File: src/rtl/vga_pkg.sv
// Timing defaults shared with the sync generator, plus the monitor's lock-state encoding.
package vga_pkg;

    localparam int VGA_H_TOTAL = 800;
    localparam int VGA_V_TOTAL = 525;
    localparam int VGA_H_DISP  = 640;
    localparam int VGA_V_DISP  = 480;
    localparam int CNT_W       = 10;

    typedef enum logic [1:0] {
        SEARCH,
        MEASURE,
        LOCKED
    } mon_state_t;

    function automatic logic [CNT_W-1:0] sat_inc(input logic [CNT_W-1:0] v);
        return (&v) ? v : v + 1'b1;
    endfunction

endpackage

File: src/rtl/vga_edge_sampler.sv
// Pixel-tick qualified edge detector for HS/VS/visible; syncs are normalised so 1 = active.
module vga_edge_sampler #(
    parameter bit SYNC_POL = 1'b1
) (
    input  logic clk,
    input  logic reset,
    input  logic p_tick,
    input  logic iHS,
    input  logic iVS,
    input  logic iVisible,
    output logic hs_rise,
    output logic vs_rise,
    output logic vis_fall,
    output logic vis
);

    logic hs_n, vs_n;
    logic hs_q, vs_q, vis_q;

    assign hs_n = SYNC_POL ? iHS : ~iHS;
    assign vs_n = SYNC_POL ? iVS : ~iVS;
    assign vis  = iVisible;

    always_ff @(posedge clk or negedge reset) begin
        if (!reset) begin
            hs_q  <= 1'b0;
            vs_q  <= 1'b0;
            vis_q <= 1'b0;
        end else if (p_tick) begin
            hs_q  <= hs_n;
            vs_q  <= vs_n;
            vis_q <= iVisible;
        end
    end

    assign hs_rise  = p_tick & hs_n & ~hs_q;
    assign vs_rise  = p_tick & vs_n & ~vs_q;
    assign vis_fall = p_tick & ~iVisible & vis_q;

endmodule

File: src/rtl/vga_sync_monitor.sv
// Measures line/frame timing of a VGA sync stream, locks after LOCK_FRAMES good frames,
// and regenerates pixel coordinates from the syncs alone.
module vga_sync_monitor
    import vga_pkg::*;
#(
    parameter int H_TOTAL     = VGA_H_TOTAL,
    parameter int V_TOTAL     = VGA_V_TOTAL,
    parameter int H_DISP      = VGA_H_DISP,
    parameter int V_DISP      = VGA_V_DISP,
    parameter bit SYNC_POL    = 1'b1,
    parameter int LOCK_FRAMES = 2
) (
    input  logic             clk,
    input  logic             reset,
    input  logic             p_tick,
    input  logic             iHS,
    input  logic             iVS,
    input  logic             iVisible,
    output logic [CNT_W-1:0] pixel_x,
    output logic [CNT_W-1:0] pixel_y,
    output logic             valid,
    output logic             frame_start,
    output logic             locked,
    output logic             err,
    output logic [CNT_W-1:0] h_meas,
    output logic [CNT_W-1:0] v_meas
);

    localparam logic [CNT_W-1:0] H_TOT_W  = CNT_W'(H_TOTAL);
    localparam logic [CNT_W-1:0] V_TOT_W  = CNT_W'(V_TOTAL);
    localparam logic [CNT_W-1:0] H_DISP_W = CNT_W'(H_DISP);
    localparam logic [CNT_W-1:0] V_DISP_W = CNT_W'(V_DISP);
    localparam logic [3:0]       LOCK_W   = 4'(LOCK_FRAMES);

    logic hs_rise, vs_rise, vis_fall, vis;

    vga_edge_sampler #(.SYNC_POL(SYNC_POL)) u_edge (
        .clk      (clk),
        .reset    (reset),
        .p_tick   (p_tick),
        .iHS      (iHS),
        .iVS      (iVS),
        .iVisible (iVisible),
        .hs_rise  (hs_rise),
        .vs_rise  (vs_rise),
        .vis_fall (vis_fall),
        .vis      (vis)
    );

    logic [CNT_W-1:0] tick_cnt, line_cnt, run_cnt, vline_cnt;
    logic [CNT_W-1:0] h_len, v_len, vl_len;
    logic [3:0]       good_cnt, good_inc;
    logic             bad_line_seen, line_bad, frame_bad, lock_gain, lock_loss;
    mon_state_t       state;

    // A line closing on the same tick as VS still belongs to the closing frame.
    assign h_len    = sat_inc(tick_cnt);
    assign v_len    = hs_rise  ? sat_inc(line_cnt)  : line_cnt;
    assign vl_len   = vis_fall ? sat_inc(vline_cnt) : vline_cnt;
    assign good_inc = good_cnt + 4'd1;

    assign line_bad  = (hs_rise && h_len != H_TOT_W) || (vis_fall && run_cnt != H_DISP_W);
    assign frame_bad = (v_len != V_TOT_W) || (vl_len != V_DISP_W) || bad_line_seen || line_bad;
    assign lock_gain = (state == MEASURE) && vs_rise && !frame_bad && (good_inc == LOCK_W);
    assign lock_loss = (state == LOCKED) && (line_bad || (vs_rise && frame_bad));

    always_ff @(posedge clk or negedge reset) begin
        if (!reset) begin
            state         <= SEARCH;
            good_cnt      <= '0;
            bad_line_seen <= 1'b0;
            tick_cnt      <= '0;
            line_cnt      <= '0;
            run_cnt       <= '0;
            vline_cnt     <= '0;
            pixel_x       <= '0;
            pixel_y       <= '0;
            valid         <= 1'b0;
            frame_start   <= 1'b0;
            locked        <= 1'b0;
            err           <= 1'b0;
            h_meas        <= '0;
            v_meas        <= '0;
        end else begin
            frame_start <= 1'b0;
            err         <= 1'b0;
            if (p_tick) begin
                tick_cnt <= hs_rise ? '0 : sat_inc(tick_cnt);
                if (hs_rise)
                    h_meas <= h_len;
                if (vs_rise) begin
                    v_meas   <= v_len;
                    line_cnt <= '0;
                end else begin
                    line_cnt <= v_len;
                end
                run_cnt       <= vis ? sat_inc(run_cnt) : '0;
                vline_cnt     <= vs_rise ? '0 : vl_len;
                pixel_x       <= vis ? run_cnt : '0;
                pixel_y       <= vs_rise ? '0 : vl_len;
                frame_start   <= vs_rise;
                bad_line_seen <= vs_rise ? 1'b0 : (bad_line_seen | line_bad);
                valid         <= vis & (lock_gain | (locked & ~lock_loss));

                case (state)
                    SEARCH: if (vs_rise) begin
                        state    <= MEASURE;
                        good_cnt <= '0;
                    end
                    MEASURE: if (vs_rise) begin
                        if (frame_bad) begin
                            good_cnt <= '0;
                        end else if (lock_gain) begin
                            state  <= LOCKED;
                            locked <= 1'b1;
                        end else begin
                            good_cnt <= good_inc;
                        end
                    end
                    LOCKED: if (lock_loss) begin
                        state  <= SEARCH;
                        locked <= 1'b0;
                        err    <= 1'b1;
                    end
                    default: state <= SEARCH;
                endcase
            end
        end
    end

endmodule

File: config.mk
export PLATFORM = sky130hd
export DESIGN_NAME = vga_sync_monitor
export DESIGN_NICKNAME = d
export VERILOG_FILES = /design/src/rtl/vga_pkg.sv /design/src/rtl/vga_edge_sampler.sv /design/src/rtl/vga_sync_monitor.sv
export SDC_FILE = /design/constraint.sdc
export NUM_CORES = 1
export LEC_CHECK = 0
export BUFFER_PORTS_ARGS = -buffer_cell sky130_fd_sc_hd__clkbuf_2
export CORE_MARGIN = 2
export CORE_UTILIZATION = 52
export DETAILED_ROUTE_END_ITERATION = 7
export PLACE_DENSITY_LB_ADDON = 0.08
export SYNTH_ARGS = -nofsm -noshare
export SYNTH_HDL_FRONTEND = slang
export SYNTH_SLANG_ARGS = --single-unit
File: constraint.sdc
create_clock -name clk -period 3.05 [get_ports clk]
set_input_delay 0.305 -clock clk [delete_from_list [all_inputs] [get_ports clk]]
set_output_delay 0.305 -clock clk [all_outputs]
set_load 0.05 [all_outputs]
; ---- Word-level counts from Yosys, hierarchy flattened
; Cells that the tools add are included.
[op_classes]
n_addsub = 5
multipliers = 0
div = 0
magnitude_cmp = 0
eq_ne = 14
n_shift = 0
mux = 32
bitwise = 14
reduce_logical = 26
[op_table]
columns = operator, count
row1 = two-way mux 10 bit, 11
row2 = "adder 10 x 1 -> 10 bit, second input constant", 4
row3 = AND reduction 10 bit, 4
row4 = "inequality test 10 bit, second input constant", 3
row5 = two-way mux 4 bit, 4
row6 = "inequality test 2 bit, second input constant", 6
row7 = AND reduction 6 bit, 2
row8 = two-way mux 2 bit, 5
row9 = "inequality test 10 x 9 -> 1 bit, second input constant", 1
row10 = two-way mux 1 bit, 9
row11 = bitwise AND 1 bit, 8
row12 = case mux 4 bit (2 select lines), 1
row13 = logical AND 1 bit, 7
row14 = case mux 2 bit (3 select lines), 1
row15 = AND reduction 2 bit, 3
row16 = logical OR 1 bit, 5
row17 = AND reduction 5 bit, 1
row18 = "adder 4 x 1 -> 4 bit, second input constant", 1
row19 = "equality test 4 x 2 -> 1 bit, second input constant", 1
row20 = NOT 1 bit, 4
row21 = nonzero test 2 bit, 2
row22 = "inequality test 3 bit, second input constant", 1
row23 = "equality test 2 x 1 -> 1 bit, second input constant", 1
row24 = "equality test 2 bit, second input constant", 1
row25 = 4 further kinds, 5
[word_totals]
regBits = 84
latchBits = 0
ramBits = 0
mem_bits_ro = 0
in_bits = 6
out_inout_bits = 44
elab_cells = 108
mem_count = 0

; ---- Logic depth before layout (Yosys ltp)
[logic_depth]
depth_word = 15
ltp_mapped = 10
ltp_nobuf = 9

; ---- Cells and area by module
; Synthesis repeated with hierarchy kept, for this count alone.
[unflattened]
cells_unflattened = 548
hier_area_um2 = 4843.4
[by_module_without_submodules]
columns = module, instances, cells_each, area_each_um2, seq_area_each_um2
row1 = vga_sync_monitor, 1, 538, 4697.0, 2026.9
row2 = vga_edge_sampler, 1, 10, 146.4, 75.1

; ---- Worst setup path before layout
; OpenSTA, ideal clock, no wires.
[synth_path]
kind = register to register
start = register vline_cnt[1]
end = register good_cnt[1]
setup_ns = 0.082
arrival_ns = 2.694
t_required_ns = 2.968
setup_slack_ns = 0.274
stages_incl_launch_ff = 10
n_path_buf = 0
synth_period_minus_slack_ns = 2.776
path_cell_list = dfrtp_1 > ha_1 > nand3_1 > nor4_1 > mux2i_1 > and4bb_1 > nand4_1 > nor4_4 > a21oi_2 > o22ai_1
[synth_via]
elab_chain_cells = 12
word_cells_on_any_way = 16
classes_between = add/sub (1) / eq/ne (2) / mux (5) / reduce/logical (8)
[synth_rtl]
columns = item, line
row1 = start: declaration, vga_sync_monitor.sv:50  ; logic [CNT_W-1:0] tick_cnt, line_cnt, run_cnt, vline_cnt;
row2 = start signal: assignment, vga_sync_monitor.sv:98  ; vline_cnt <= vs_rise ? '0 : vl_len;
row3 = adder 10 x 1 -> 10 bit / AND reduction 10 bit (equally long branches), vga_pkg.sv:17  ; return (&v) ? v : v + 1'b1;
row4 = two-way mux 10 bit, vga_pkg.sv:17
row5 = two-way mux 10 bit *, vga_sync_monitor.sv:59  ; assign vl_len = vis_fall ? sat_inc(vline_cnt) : vline_cnt;
row6 = inequality test 10 x 9 -> 1 bit *, vga_sync_monitor.sv:63  ; assign frame_bad = (v_len != V_TOT_W) || (vl_len != V_DISP_W) || bad_line_seen || line_bad;
row7 = logical OR 1 bit * (3 in series), vga_sync_monitor.sv:63
row8 = logical NOT 1 bit, vga_sync_monitor.sv:64  ; assign lock_gain = (state == MEASURE) && vs_rise && !frame_bad && (good_inc == LOCK_W);
row9 = logical AND 1 bit (2 in series), vga_sync_monitor.sv:64
row10 = inequality test 3 bit (no source line), n/a
row11 = AND reduction 5 bit (no source line), n/a
row12 = end signal: assignment, vga_sync_monitor.sv:117  ; good_cnt <= good_inc;
row13 = end: declaration, vga_sync_monitor.sv:52  ; logic [3:0] good_cnt, good_inc;
; Mark *: on every way between the ends. The rest lies on a longest branch, timed or not. The select of a mux whose other input is x is not followed.
; A chain may end at the register's enable or synchronous reset.

; ---- Final worst setup path
; Same ends and word-level chain as after synthesis.

==> flow_summary.ini <==
[yosys]
yosys.area.top_type = dfrtp_1
synth-seq-cells = 84
ys.flop_type = dfrtp_1
synth_cells = 526
synthXorXnorAreaFrac_pct = 2.06
yosysSeqAreaShare_pct = 45.0
synth_edf_count = 0
synthAdderAreaFrac_pct = 1.88
syn_area_um2 = 4670
synthMuxAreaShare_pct = 3.81
synth_top_family_by_area = simple AND/OR/NAND/NOR gates
yosysWarnings = 0
synth_cell_types = 68
syn_nets = 539
synth.top_cells.by_area = dfrtp_1 45%, o21ai_0 6.1%, nand2_1 5.4%, nor2_1 3.5%, a21oi_1 3.1%
synth_commonest_cells = 84 x dfrtp_1, 67 x nand2_1, 57 x o21ai_0, 43 x nor2_1, 29 x a21oi_1
async_flop_share_pct = 100
synth_compound_area_share_pct = 17.5
yosysTopAreaCellShare_pct = 45.0
synth_area_per_cell_um2 = 8.87
yosysMostFrequentCell = dfrtp_1
synthSimpleGateAreaFrac_pct = 24.1

[global_routing]
grt_pass1_vias = 3626
grt_usage_pct = 22.3
grt_pass1_wl_mm = 17.9
antenna_found_initial = 0
grt_overflow_total = 0
grt_max_degree = 85

[placed_design]
dp_hpwl_mm = 7.37
postPlaceCellArea_um2 = 5000
finalWeightedCongestion = 0.931
placed_cells = 666
port_buffers = 49

[route]
vias = 4005
initialDrtViolationCount = 193
ant_nets = 0
wirelength_mm = 10.6
avgViaCountPerCell = 5.86
wl_per_cell_um = 15.5
drt_pass1_iterations = 5
drc_errors = 0

[critical_path]
cp.required_ns = 3.33
reg2reg_slack_ns = 0.15
worst-path-max-fanout = 8
cp-start-kind = flop
end_kind = flop
setup.worst_path.class = flop to flop
crit_arrival_ns = 3.18

[power_and_ir_drop]
power_density_nw_per_um2 = 559
p_switching_mw = 1.03
power_frac_seq_pct = 45.3
p_clk_share_pct = 31.3
power.leakage_nw = 2.31
p_int_mw = 1.89
ir_worst_vdd_v = 0.000326
combPwrFrac_pct = 23.4
total_power_mw = 2.92
p_sw_share_pct = 35.3

[clocking]
clk_latency_ns = 0.36
cts_tree = done
htreeDepth = 3
numCtsBuffers = 9
clkSlewWorstSetupHoldPaths_ns = 0.10
cts_sinks = 84
cts-root-buf = clkbuf_8
cts.path.max_buffers = 2

[timing]
max_slew_margin_pct = 64.4
worstMarginPinSlew_ns = 0.528
setup-violations-final = 0
min_period_ns = 2.90
report.final.slew_viol_count = 0
fin_skew_ns = 0.0118
fmax_ghz = 0.345
hold_violations = 0
finalCritPeriodShare_pct = 95.2

[cells_and_area]
diodes = 0
nets = 583
syn2layout_area_growth_pct = 12.2
fin_area_um2 = 5240
final_cells = 683
fillers = 738
layout-drive-gt1-share_pct = 15.8

[floorplanning]
fp.dieH_um = 98.7
fp.coreArea_um2 = 8720
chipWidth_um = 98.7
io_pins = 50
start_util_pct = 53.5
dieArea_um2 = 9750
fp-row-count = 34

[run]
max-cap-violations = 0

[status]
run_status = complete, no violations

[min_path]
min_path_type = primary input to flop
==> flip-flops by register name, summed over array words and instances, names as in the netlist, 4 cells and up <==
signal / count
line_cnt: 10
v_meas: 10
vline_cnt: 10
good_cnt: 4
pixel_x: 10
run_cnt: 10
h_meas: 10
tick_cnt: 10
==> cell usage in the layout, fill, tap and decap left out, types with 5 or more instances in the layout <==
cell type | Yosys | final
xor2_1 | 5 | 5
clkbuf_8 | 0 | 9
o21ai_0 | 57 | 57
inv_1 | 27 | 27
and3_1 | 6 | 6
mux2i_1 | 13 | 13
buf_4 | 2 | 12
nor2_1 | 43 | 43
nand2_1 | 67 | 67
a21oi_1 | 29 | 29
clkbuf_2 | 0 | 48
ha_1 | 7 | 7
a31oi_1 | 5 | 5
nand4_1 | 21 | 21
nand2b_1 | 7 | 7
xnor2_1 | 6 | 6
nor4_1 | 5 | 5
nor3_1 | 13 | 12
nand3_1 | 23 | 23
dfrtp_1 | 84 | 84
and2_1 | 7 | 7
==> per-layer routing <==
metal	track usage [%]	up-vias	wire (um)
met1	33.3	1926	5130
met2	33.4	109	4810
li1	-	1951	-
met5	0	-	0
met3	3.55	19	475
met4	7.27	0	157
==> stage by stage <==
stage	utilization (%)	TNS [ns]	hold WS [ns]	setup WS, ns
6_report	60.0	0	0.171	0.147
5_1_grt	60.0	-0.0921	0.218	-0.0478
4_1_cts	60.0	0	0.172	0.201
3_5_place_dp	57.3	0	0.379	0.241
3_3_place_gp	57.3	0	0.375	0.302
2_1_floorplan	-	0	0.00941	0.274
==> worst max-delay path, cell delays in order (launching register included) <==
cell and delay [ns]:
dfrtp_1 0.47, ha_1 0.32, nand3_1 0.26, nor4_1 0.32, mux2i_1 0.18, and4bb_1 0.31, nand4_1 0.20, nor4_4 0.48
nand2_1 0.13, o22ai_1 0.15
==> power groups by stage <==
stage	logic [mW]	registers (mW)	clock network, mW
6_report	0.685	1.32	0.915
5_1_grt	0.755	1.34	0.965
4_1_cts	0.687	1.32	0.930
2_1_floorplan	0.341	1.51	0
3_3_place_gp	0.673	1.34	0
3_5_place_dp	0.684	1.34	0
==> repair_timing <==
action	4_1_cts	5_1_grt
hold buffers	1	0
buffers inserted	0	0
endpoints found under the setup margin	0	3
gates resized for setup	0	1
endpoints found under the hold margin	64	0
==> final cells by class <==
type,count,area [um^2],share of cell area [%]
inverter,28,105,2.01
clock inverter,6,96.3,1.84
multi-input combinational,385,2310,44.1
timing repair buffer,62,360,6.88
sequential,84,2100,40.2
tap,108,135,2.58
clock buffer,10,128,2.44
==> final timing paths <==
path,startpoint,end,depth (start not counted)
worst max-delay path,vline_cnt[1]$_DFFE_PN0P_,good_cnt[1]$_DFFE_PN0P_,9
worst min-delay path,iVS,u_edge.vs_q$_DFFE_PN0P_,3
worst max register to register,vline_cnt[1]$_DFFE_PN0P_,good_cnt[1]$_DFFE_PN0P_,9
worst min register to register,v_meas[9]$_DFFE_PN0P_,v_meas[9]$_DFFE_PN0P_,2
max in group asynchronous,reset,locked$_DFFE_PN0P_,3
min in group asynchronous,reset,tick_cnt[9]$_DFFE_PN0P_,3
==> cells by family after synthesis <==
group / after synthesis
and+or+nand+nor: 219
buffers and inverters: 57
AOI/OAI and AO/OA: 131
muxes: 17
xor gates and xnor gates: 11
DFF: 84
adders and majority gates: 7
No activity file was read; power rests on OpenSTA's default activity.
